**src/rtl/jitdom_btb_if.sv**
```systemverilog
// Shared types and the lookup/resolution bundle between fetch, execute and the domain-aware BTB.
// Lookup outputs are combinational; updates are fire-and-forget (no backpressure).
package jitdom_btb_pkg;
  localparam int unsigned VLEN = 32;

  typedef logic [2:0] dom_t;

  typedef enum logic [2:0] {
    NoCF,
    Branch,
    Jump,
    JumpR,
    Return
  } cf_t;

  typedef struct packed {
    logic            valid;
    logic [VLEN-1:0] pc;
    logic [VLEN-1:0] target_address;
    logic            is_mispredict;
    logic            is_taken;
    cf_t             cf_type;
    dom_t            expdom;
  } bp_resolve_t;
endpackage

interface jitdom_btb_if;
  import jitdom_btb_pkg::*;

  logic            flush_i;
  logic            debug_mode_i;
  logic [VLEN-1:0] vpc_i;
  dom_t            curdom_i;
  bp_resolve_t     resolved_branch_i;
  dom_t            update_dom_i;
  logic            btb_valid_o;
  logic [VLEN-1:0] btb_target_o;
  dom_t            btb_expdom_o;

  modport master (
    output flush_i, debug_mode_i, vpc_i, curdom_i, resolved_branch_i, update_dom_i,
    input  btb_valid_o, btb_target_o, btb_expdom_o
  );

  modport slave (
    input  flush_i, debug_mode_i, vpc_i, curdom_i, resolved_branch_i, update_dom_i,
    output btb_valid_o, btb_target_o, btb_expdom_o
  );
endinterface

```
**src/rtl/jitdom_btb.sv**
```systemverilog
// Direct-mapped BTB learning JumpR targets tagged by PC and source JIT domain.
// Lookup latency 0, write visible next cycle; no backpressure, one update per cycle accepted.
module jitdom_btb
  import jitdom_btb_pkg::*;
#(
  parameter int unsigned NR_ENTRIES = 16
) (
  input  logic        clk_i,
  input  logic        rst_ni,
  jitdom_btb_if.slave btb
);
  localparam int unsigned OFF  = 1;
  localparam int unsigned IDX  = $clog2(NR_ENTRIES);
  localparam int unsigned TAGW = VLEN - OFF - IDX;

  logic [NR_ENTRIES-1:0] valid_q;
  logic [TAGW-1:0]       tag_q    [NR_ENTRIES];
  dom_t                  srcdom_q [NR_ENTRIES];
  logic [VLEN-1:0]       target_q [NR_ENTRIES];
  dom_t                  expdom_q [NR_ENTRIES];

  bp_resolve_t     rb;
  logic            learn;
  logic [IDX-1:0]  wr_idx;
  logic [TAGW-1:0] wr_tag;
  logic [IDX-1:0]  rd_idx;
  logic [TAGW-1:0] rd_tag;
  logic            hit;

  assign rb     = btb.resolved_branch_i;
  assign wr_idx = rb.pc[OFF+IDX-1:OFF];
  assign wr_tag = rb.pc[VLEN-1:OFF+IDX];
  assign rd_idx = btb.vpc_i[OFF+IDX-1:OFF];
  assign rd_tag = btb.vpc_i[VLEN-1:OFF+IDX];

  // Only mispredicted indirect jumps teach the table; correct predictions leave it alone.
  assign learn = rb.valid & rb.is_mispredict & (rb.cf_type == JumpR) & ~btb.debug_mode_i;

  always_ff @(posedge clk_i or negedge rst_ni) begin
    if (!rst_ni) begin
      valid_q <= '0;
      for (int i = 0; i < int'(NR_ENTRIES); i++) begin
        tag_q[i]    <= '0;
        srcdom_q[i] <= '0;
        target_q[i] <= '0;
        expdom_q[i] <= '0;
      end
    end else begin
      // Flush dominates a coincident learn so the table always ends fully invalid.
      if (btb.flush_i) begin
        valid_q <= '0;
      end else if (learn) begin
        valid_q[wr_idx] <= 1'b1;
      end
      if (learn) begin
        tag_q[wr_idx]    <= wr_tag;
        srcdom_q[wr_idx] <= btb.update_dom_i;
        target_q[wr_idx] <= rb.target_address;
        expdom_q[wr_idx] <= rb.expdom;
      end
    end
  end

  assign hit = valid_q[rd_idx] & (tag_q[rd_idx] == rd_tag) & (srcdom_q[rd_idx] == btb.curdom_i);

  assign btb.btb_valid_o  = hit;
  assign btb.btb_target_o = hit ? target_q[rd_idx] : '0;
  assign btb.btb_expdom_o = hit ? expdom_q[rd_idx] : btb.curdom_i;

  logic unused_bits;
  assign unused_bits = ^{btb.vpc_i[OFF-1:0], rb.pc[OFF-1:0], rb.is_taken};
endmodule

```
**src/flat_wrapper.sv**
```systemverilog
// flat-port wrapper written by rule: the top's interface ports become plain ports
module jitdom_btb_flat import jitdom_btb_pkg::*;
#(
  parameter int unsigned NR_ENTRIES = 16
)
  (clk_i, rst_ni, btb_flush_i, btb_debug_mode_i, btb_vpc_i, btb_curdom_i, btb_resolved_branch_i, btb_update_dom_i, btb_btb_valid_o, btb_btb_target_o, btb_btb_expdom_o);
  jitdom_btb_if btb_i ();
  input  logic clk_i;
  input  logic rst_ni;
  input wire logic [$bits(btb_i.flush_i)-1:0] btb_flush_i;
  input wire logic [$bits(btb_i.debug_mode_i)-1:0] btb_debug_mode_i;
  input wire logic [$bits(btb_i.vpc_i)-1:0] btb_vpc_i;
  input wire logic [$bits(btb_i.curdom_i)-1:0] btb_curdom_i;
  input wire logic [$bits(btb_i.resolved_branch_i)-1:0] btb_resolved_branch_i;
  input wire logic [$bits(btb_i.update_dom_i)-1:0] btb_update_dom_i;
  output wire logic [$bits(btb_i.btb_valid_o)-1:0] btb_btb_valid_o;
  output wire logic [$bits(btb_i.btb_target_o)-1:0] btb_btb_target_o;
  output wire logic [$bits(btb_i.btb_expdom_o)-1:0] btb_btb_expdom_o;
  assign btb_i.flush_i = btb_flush_i;
  assign btb_i.debug_mode_i = btb_debug_mode_i;
  assign btb_i.vpc_i = btb_vpc_i;
  assign btb_i.curdom_i = btb_curdom_i;
  assign btb_i.resolved_branch_i = btb_resolved_branch_i;
  assign btb_i.update_dom_i = btb_update_dom_i;
  assign btb_btb_valid_o = btb_i.btb_valid_o;
  assign btb_btb_target_o = btb_i.btb_target_o;
  assign btb_btb_expdom_o = btb_i.btb_expdom_o;
  jitdom_btb #(.NR_ENTRIES(NR_ENTRIES)) u_core (.clk_i(clk_i), .rst_ni(rst_ni), .btb(btb_i));
endmodule
```
**config.mk**
```make
export PLATFORM = sky130hd
export DESIGN_NAME = jitdom_btb_flat
export DESIGN_NICKNAME = d
export VERILOG_FILES = /design/src/rtl/jitdom_btb_if.sv /design/src/rtl/jitdom_btb.sv /design/src/flat_wrapper.sv
export SDC_FILE = /design/constraint.sdc
export NUM_CORES = 1
export LEC_CHECK = 0
export CORE_ASPECT_RATIO = 0.75
export CORE_MARGIN = 8
export CORE_UTILIZATION = 26
export CTS_BUF_LIST = sky130_fd_sc_hd__clkbuf_2
export DETAILED_ROUTE_END_ITERATION = 8
export GPL_ROUTABILITY_DRIVEN = 0
export PLACE_DENSITY = 0.42
export SKIP_CTS_REPAIR_TIMING = 1
export SLEW_MARGIN = 20
export SYNTH_ARGS = -nofsm -noshare
export SYNTH_HDL_FRONTEND = slang
export SYNTH_SLANG_ARGS = --single-unit
```
**constraint.sdc**
```tcl
create_clock -name clk_i -period 12.5 [get_ports clk_i]
set_input_delay 2.5 -clock clk_i [delete_from_list [all_inputs] [get_ports clk_i]]
set_output_delay 2.5 -clock clk_i [all_outputs]
set_load 0.005 [all_outputs]
```
==> results of run 1 <==
worst paths after layout:
kind                                      startpoint                   end  slack, ns  cells after the start
worst min-delay path            u_core.target_q[180]  u_core.target_q[180]       0.51                      1
worst max register to register     u_core.tag_q[339]     u_core.tag_q[339]      11.71                      1
max in group asynchronous                     rst_ni  u_core.target_q[187]       8.83                      4
worst max-delay path                    btb_vpc_i[2]   btb_btb_expdom_o[0]       2.03                     12
min in group asynchronous                     rst_ni   u_core.target_q[11]       0.80                      1
worst min register to register  u_core.target_q[180]  u_core.target_q[180]       0.51                      1
registers in the layout, summed over array words and instances, names as in the netlist:
name	cells
u_core.expdom_q	48
u_core.srcdom_q	48
u_core.tag_q	432
u_core.target_q	512
u_core.valid_q	16
worst max-delay path, stage by stage:
cell	delay, ns
buf_8	0.47
buf_4	0.90
nor2b_1	0.18
a22o_1	0.26
a211oi_1	0.58
mux2_2	0.30
o2111ai_1	0.10
nor4_1	0.42
and4_2	0.95
buf_4	0.35
mux2_2	0.36
clkdlybuf4s50_1	0.47
logic make-up after synthesis:
family | synth area share
simple gates | 0.0155
xor+xnor | 0.00511
compound gates | 0.00892
mux | 0.395
flops | 0.551
buf+inv | 0.0246
cell usage after synthesis (all sizes together) (10+ instances only):
cell type / n
mux2: 1059
dfrtp: 1056
clkbuf: 194
buf: 70
nand2: 38
mux4: 285
nor2: 24
mux2i: 59
nor2b: 17
xnor2: 20
a21oi: 10
inv: 13
and2: 35
layer usage:
metal,part of all wire,vias up,track usage,wire length [um]
li1,-,11700,-,-
met1,0.42,15000,0.178,61100
met2,0.50,640,0.244,71300
met3,0.043,398,0.0313,6230
met4,0.038,6,0.0622,5410
met5,0.00025,-,0,36
power groups by stage:
stage	Clock [uW]	Combinational, uW	Sequential (uW)
after floorplan	0	266	3600
after global placement	0	462	3600
after detailed placement	0	481	3610
after CTS	2570	483	3550
after global routing	2740	513	3560
final	2420	467	3550
stage by stage:
step | instance area [um^2] | worst slack, ns | util | hold slack, ns | instances
final | 54400 | 2.03 | 0.297 | 0.506 | 5832
after global routing | 54400 | 1.78 | 0.297 | 0.509 | 5827
after CTS | 54400 | 1.89 | 0.297 | 0.486 | 5813
after detailed placement | 51900 | 1.91 | 0.283 | 0.486 | 5312
after global placement | 51900 | 1.89 | 0.283 | 0.481 | 5312
after floorplan | 48000 | 4.79 | - | 0.461 | 2965
final cells by class:
| cell class | instances | area [um^2] |
|---|---|---|
| antenna | 19 | 47.5 |
| clock buffer | 436 | 2180 |
| clock inverter | 65 | 274 |
| fill | 18100 | 129000 |
| inverter | 13 | 51.3 |
| multi-input combinational | 1632 | 20500 |
| sequential | 1056 | 26400 |
| tap | 2415 | 3020 |
| timing repair buffer | 196 | 1940 |
==> results.md, run 1 <==
* Initial antenna violation count at 21
* Core Box Area at 183000 um^2
* EDFF count, synth at 0
* Nets@finish at 3322
* Routed Antenna Nets at 0
* Data required time at the worst endpoint at 10.00 ns
* Routed wire length at 144000 um
* Die Width at 512 um
* Sw power at 1790 uW
* Commonest cells after routing, fill and taps aside: mux2_2, dfrtp_1, clkbuf_2
* Clock Latency Late Sink at 1.57 ns
* Ys flop type: dfrtp_1
* Area share of the largest cell type after synthesis at 0.551
* Gate power share at 0.073
* Die height at 388 um
* Crit start category: input port
* Vias in the first global route at 32100
* Synth warn at 0
* Switching share of power at 0.278
* Largest net degree at the start of global routing at 169
* Cell taking the most area after synthesis: dfrtp_1
* FFs w/ async S/R, synth at 1.00
* Mean Syn Cell Area at 16.2 um^2
* Final setup vio count at 0
* First-pass DRT Iterations at 6
* Post-synth cell types at 45
* Power Density at 118 nW/um^2
* Reg clk slew, reported paths at 0.07 ns
* DPL Wire Length at 79400 um
* Core Rows at 136
* DR WL/cell at 24.7 um
* Crit path max fanout at 60
* Slew headroom at 0.268
* TritonCTS clock tree: yes
* Clock sinks at 1056
* Seq pwr share at 0.551
* Syn-to-layout area delta at 13.5%
* Final Hold Viols at 0
* Clock share of power at 0.376
* Layout cells sized above 1 at 0.548
* HP Class: flip-flop to flip-flop
* Die area at 199000 um^2
* Total chip power at 6430 uW
* Min Tclk post-route at 10.47 ns
* Via-to-Cell Ratio at 4.75
* Initial Util at 0.262
* F_max at 95.6 MHz
* H-tree levels at 5
* Max-cap check violation count at 0
* Fin Clk Skew at 0 ns
* Slew Viols, Final at 0
* GRT overflow at 0
* Kind of critical path: input port to primary output
* Via count at 27700
* TritonCTS Buffers at 308
* Max VDD drop at 91.7 uV
* DRC at 0
* DRT iter0 DRCs at 1249
* Static leakage at 0.0263 uW
* First-pass GRT wire length at 215000 um
* Buffer levels on the longest clock path at 4
* Cells after Synth at 2965
* Cell-internal power at 4650 uW
* RSZ-0062 raised after global routing: false
* Commonest non-fill, non-tap cell in the layout: mux2_2
* Setup total negative slack at 0 ns
* Syn Nets at 3080
* Synth top area cells: dfrtp_1, mux2_2, mux4_2, clkbuf_1, mux2i_1
* Slew @ Worst Pin at 1.10 ns
* Critical path arrival at 7.97 ns
* Status: complete, no violations
* FF+latch count, synth at 1056
* Top Ports at 151
* Crit share post-route at 0.837
* Register area share after synthesis at 0.551
* CTS Root Cell: clkbuf_2
* Cell area after synthesis at 48000 um^2
* I/O Buffers at 147
* Tot GR Track Use at 0.144
* Critical Path Sink Type: primary output
Note: power is estimated with default switching activity, not from simulation.
==> run 2: changes to the inputs <==
Clock period 12.5 ns to 9.75 ns, I/O delays scaled along.
==> run 2 against run 1 <==
Non-clock buffer count grew 19. Total power rose by 30%. Core utilization up 0.13 points. Sequential cell count stayed put. Critical endpoint is now btb_btb_target_o[29].
==> results.md, run 2 (synthesis results as in run 1) <==
* Slew Viols, Final at 0
* Fin Clk Skew at 0 ns
* RSZ-0062 raised after global routing: false
* Layout cells sized above 1 at 0.555
* Setup total negative slack at 0 ns
* CTS Root Cell: clkbuf_2
* TritonCTS Buffers at 312
* Final Hold Viols at 0
* First-pass DRT Iterations at 4
* Critical path arrival at 6.62 ns
* Largest net degree at the start of global routing at 169
* Routed Antenna Nets at 0
* Via count at 27900
* Post-route cell area at 54700 um^2
* Final setup vio count at 0
* Power Density at 153 nW/um^2
* Initial Util at 0.262
* Crit share post-route at 0.879
* Total chip power at 8360 uW
* Status: complete, no violations
* Reg clk slew, reported paths at 0.09 ns
* Final Non-Filler Cells at 5861
* Cell Area, Placed at 52000 um^2
* Via-to-Cell Ratio at 4.76
* Top reg by flops: u_core.target_q
* F_max at 117 MHz
* Die Width at 512 um
* DR WL/cell at 25.2 um
* Slew @ Worst Pin at 1.12 ns
* First-pass GRT wire length at 218000 um
* DR top layer: met5
* DRT iter0 DRCs at 1269
* WP buf/inv at 3
* Commonest non-fill, non-tap cell in the layout: mux2_2
* Clock sinks at 1056
* Die area at 199000 um^2
* Met3 routed WL at 7110 um
* Kind of critical path: input port to primary output
* Routed wire length at 148000 um
* Buffer levels on the longest clock path at 4
* HP Class: input port to asynchronous set/reset pin
* Placed cell count at 5330
* GRT overflow at 0
* Top Ports at 151
* Core Box Area at 183000 um^2
* Die height at 388 um
* Static leakage at 0.0265 uW
* Worst-path cell chain: buf_8 > mux4_1 > mux4_2 > xnor2_1 > nand2_1 > a2111oi_2 > nor4b_2 > and4_2 > buf_12 > and2_1 > clkdlybuf4s50_1
* Syn-to-layout area delta at 14.0%
* Commonest cells after routing, fill and taps aside: mux2_2, dfrtp_1, clkbuf_2
* DPL Wire Length at 81700 um
* Min Tclk post-route at 8.57 ns
* Largest delay contributor family on the critical path: simple AND/OR/NAND/NOR gates
* Initial antenna violation count at 20
* Max VDD drop at 120 uV
* Data required time at the worst endpoint at 7.80 ns
* Top flop regs: u_core.target_q: 512 flops, u_core.tag_q: 432 flops
* H-tree levels at 5
* I/O Buffers at 147
* Crit path max fanout at 56
* Crit path largest cell delay at 0.75 ns
* Met2 wire len at 72400 um
* Nets@finish at 3345
* DRC at 0
* Max reg flops at 512
* Crit start category: input port
* Critical Path Sink Type: primary output
* Vias in the first global route at 31900
* Max-cap check violation count at 0
* Tot GR Track Use at 0.148
* Clock Latency Late Sink at 1.58 ns
* CP max-delay cell: and4_2
* Core Rows at 136
* DRT met1 WL at 62400 um
* Slew headroom at 0.252
* TritonCTS clock tree: yes
[run 2: power by group]
group | switching (uW) | internal, uW
logic | 343 | 264
clock network | 1930 | 1280
registers | 55.9 | 4490
[run 2: through the flow]
step / utilization / setup WS (ns) / hold WS [ns]
floorplan: - / 3.14 / 0.461
global placement: 0.284 / 1.07 / 0.480
detailed placement: 0.284 / 1.11 / 0.487
CTS: 0.298 / 1.09 / 0.206
global route: 0.298 / 0.928 / 0.0563
finish: 0.298 / 1.18 / 0.276
[run 2: worst paths after layout]
check | start | end | slack, ns | cells past startpoint
max | btb_vpc_i[1] | btb_btb_target_o[29] | 1.18 | 11
min | rst_ni | u_core.target_q[329] | 0.28 | 1
max reg2reg | u_core.tag_q[32] | u_core.tag_q[32] | 8.96 | 1
min reg2reg | u_core.target_q[311] | u_core.target_q[311] | 0.50 | 1
max in group asynchronous | rst_ni | u_core.tag_q[186] | 7.45 | 3
min in group clk_i | u_core.target_q[311] | u_core.target_q[311] | 0.50 | 1
[run 2: routing by layer]
layer  vias to the layer above  global-route usage
li1                      11700                   -
met1                     15100               0.180
met2                       650               0.249
met3                       407              0.0379
met4                        12              0.0636
met5                         -                   0
[run 2: cell type report]
type / instances / area, um^2
fill: 18100 / 129000
inverter: 13 / 51.3
sequential: 1056 / 26400
tap: 2415 / 3020
clock inverter: 63 / 297
timing repair buffer: 215 / 2080
clock buffer: 454 / 2270
antenna: 13 / 32.5
multi-input combinational: 1632 / 20500
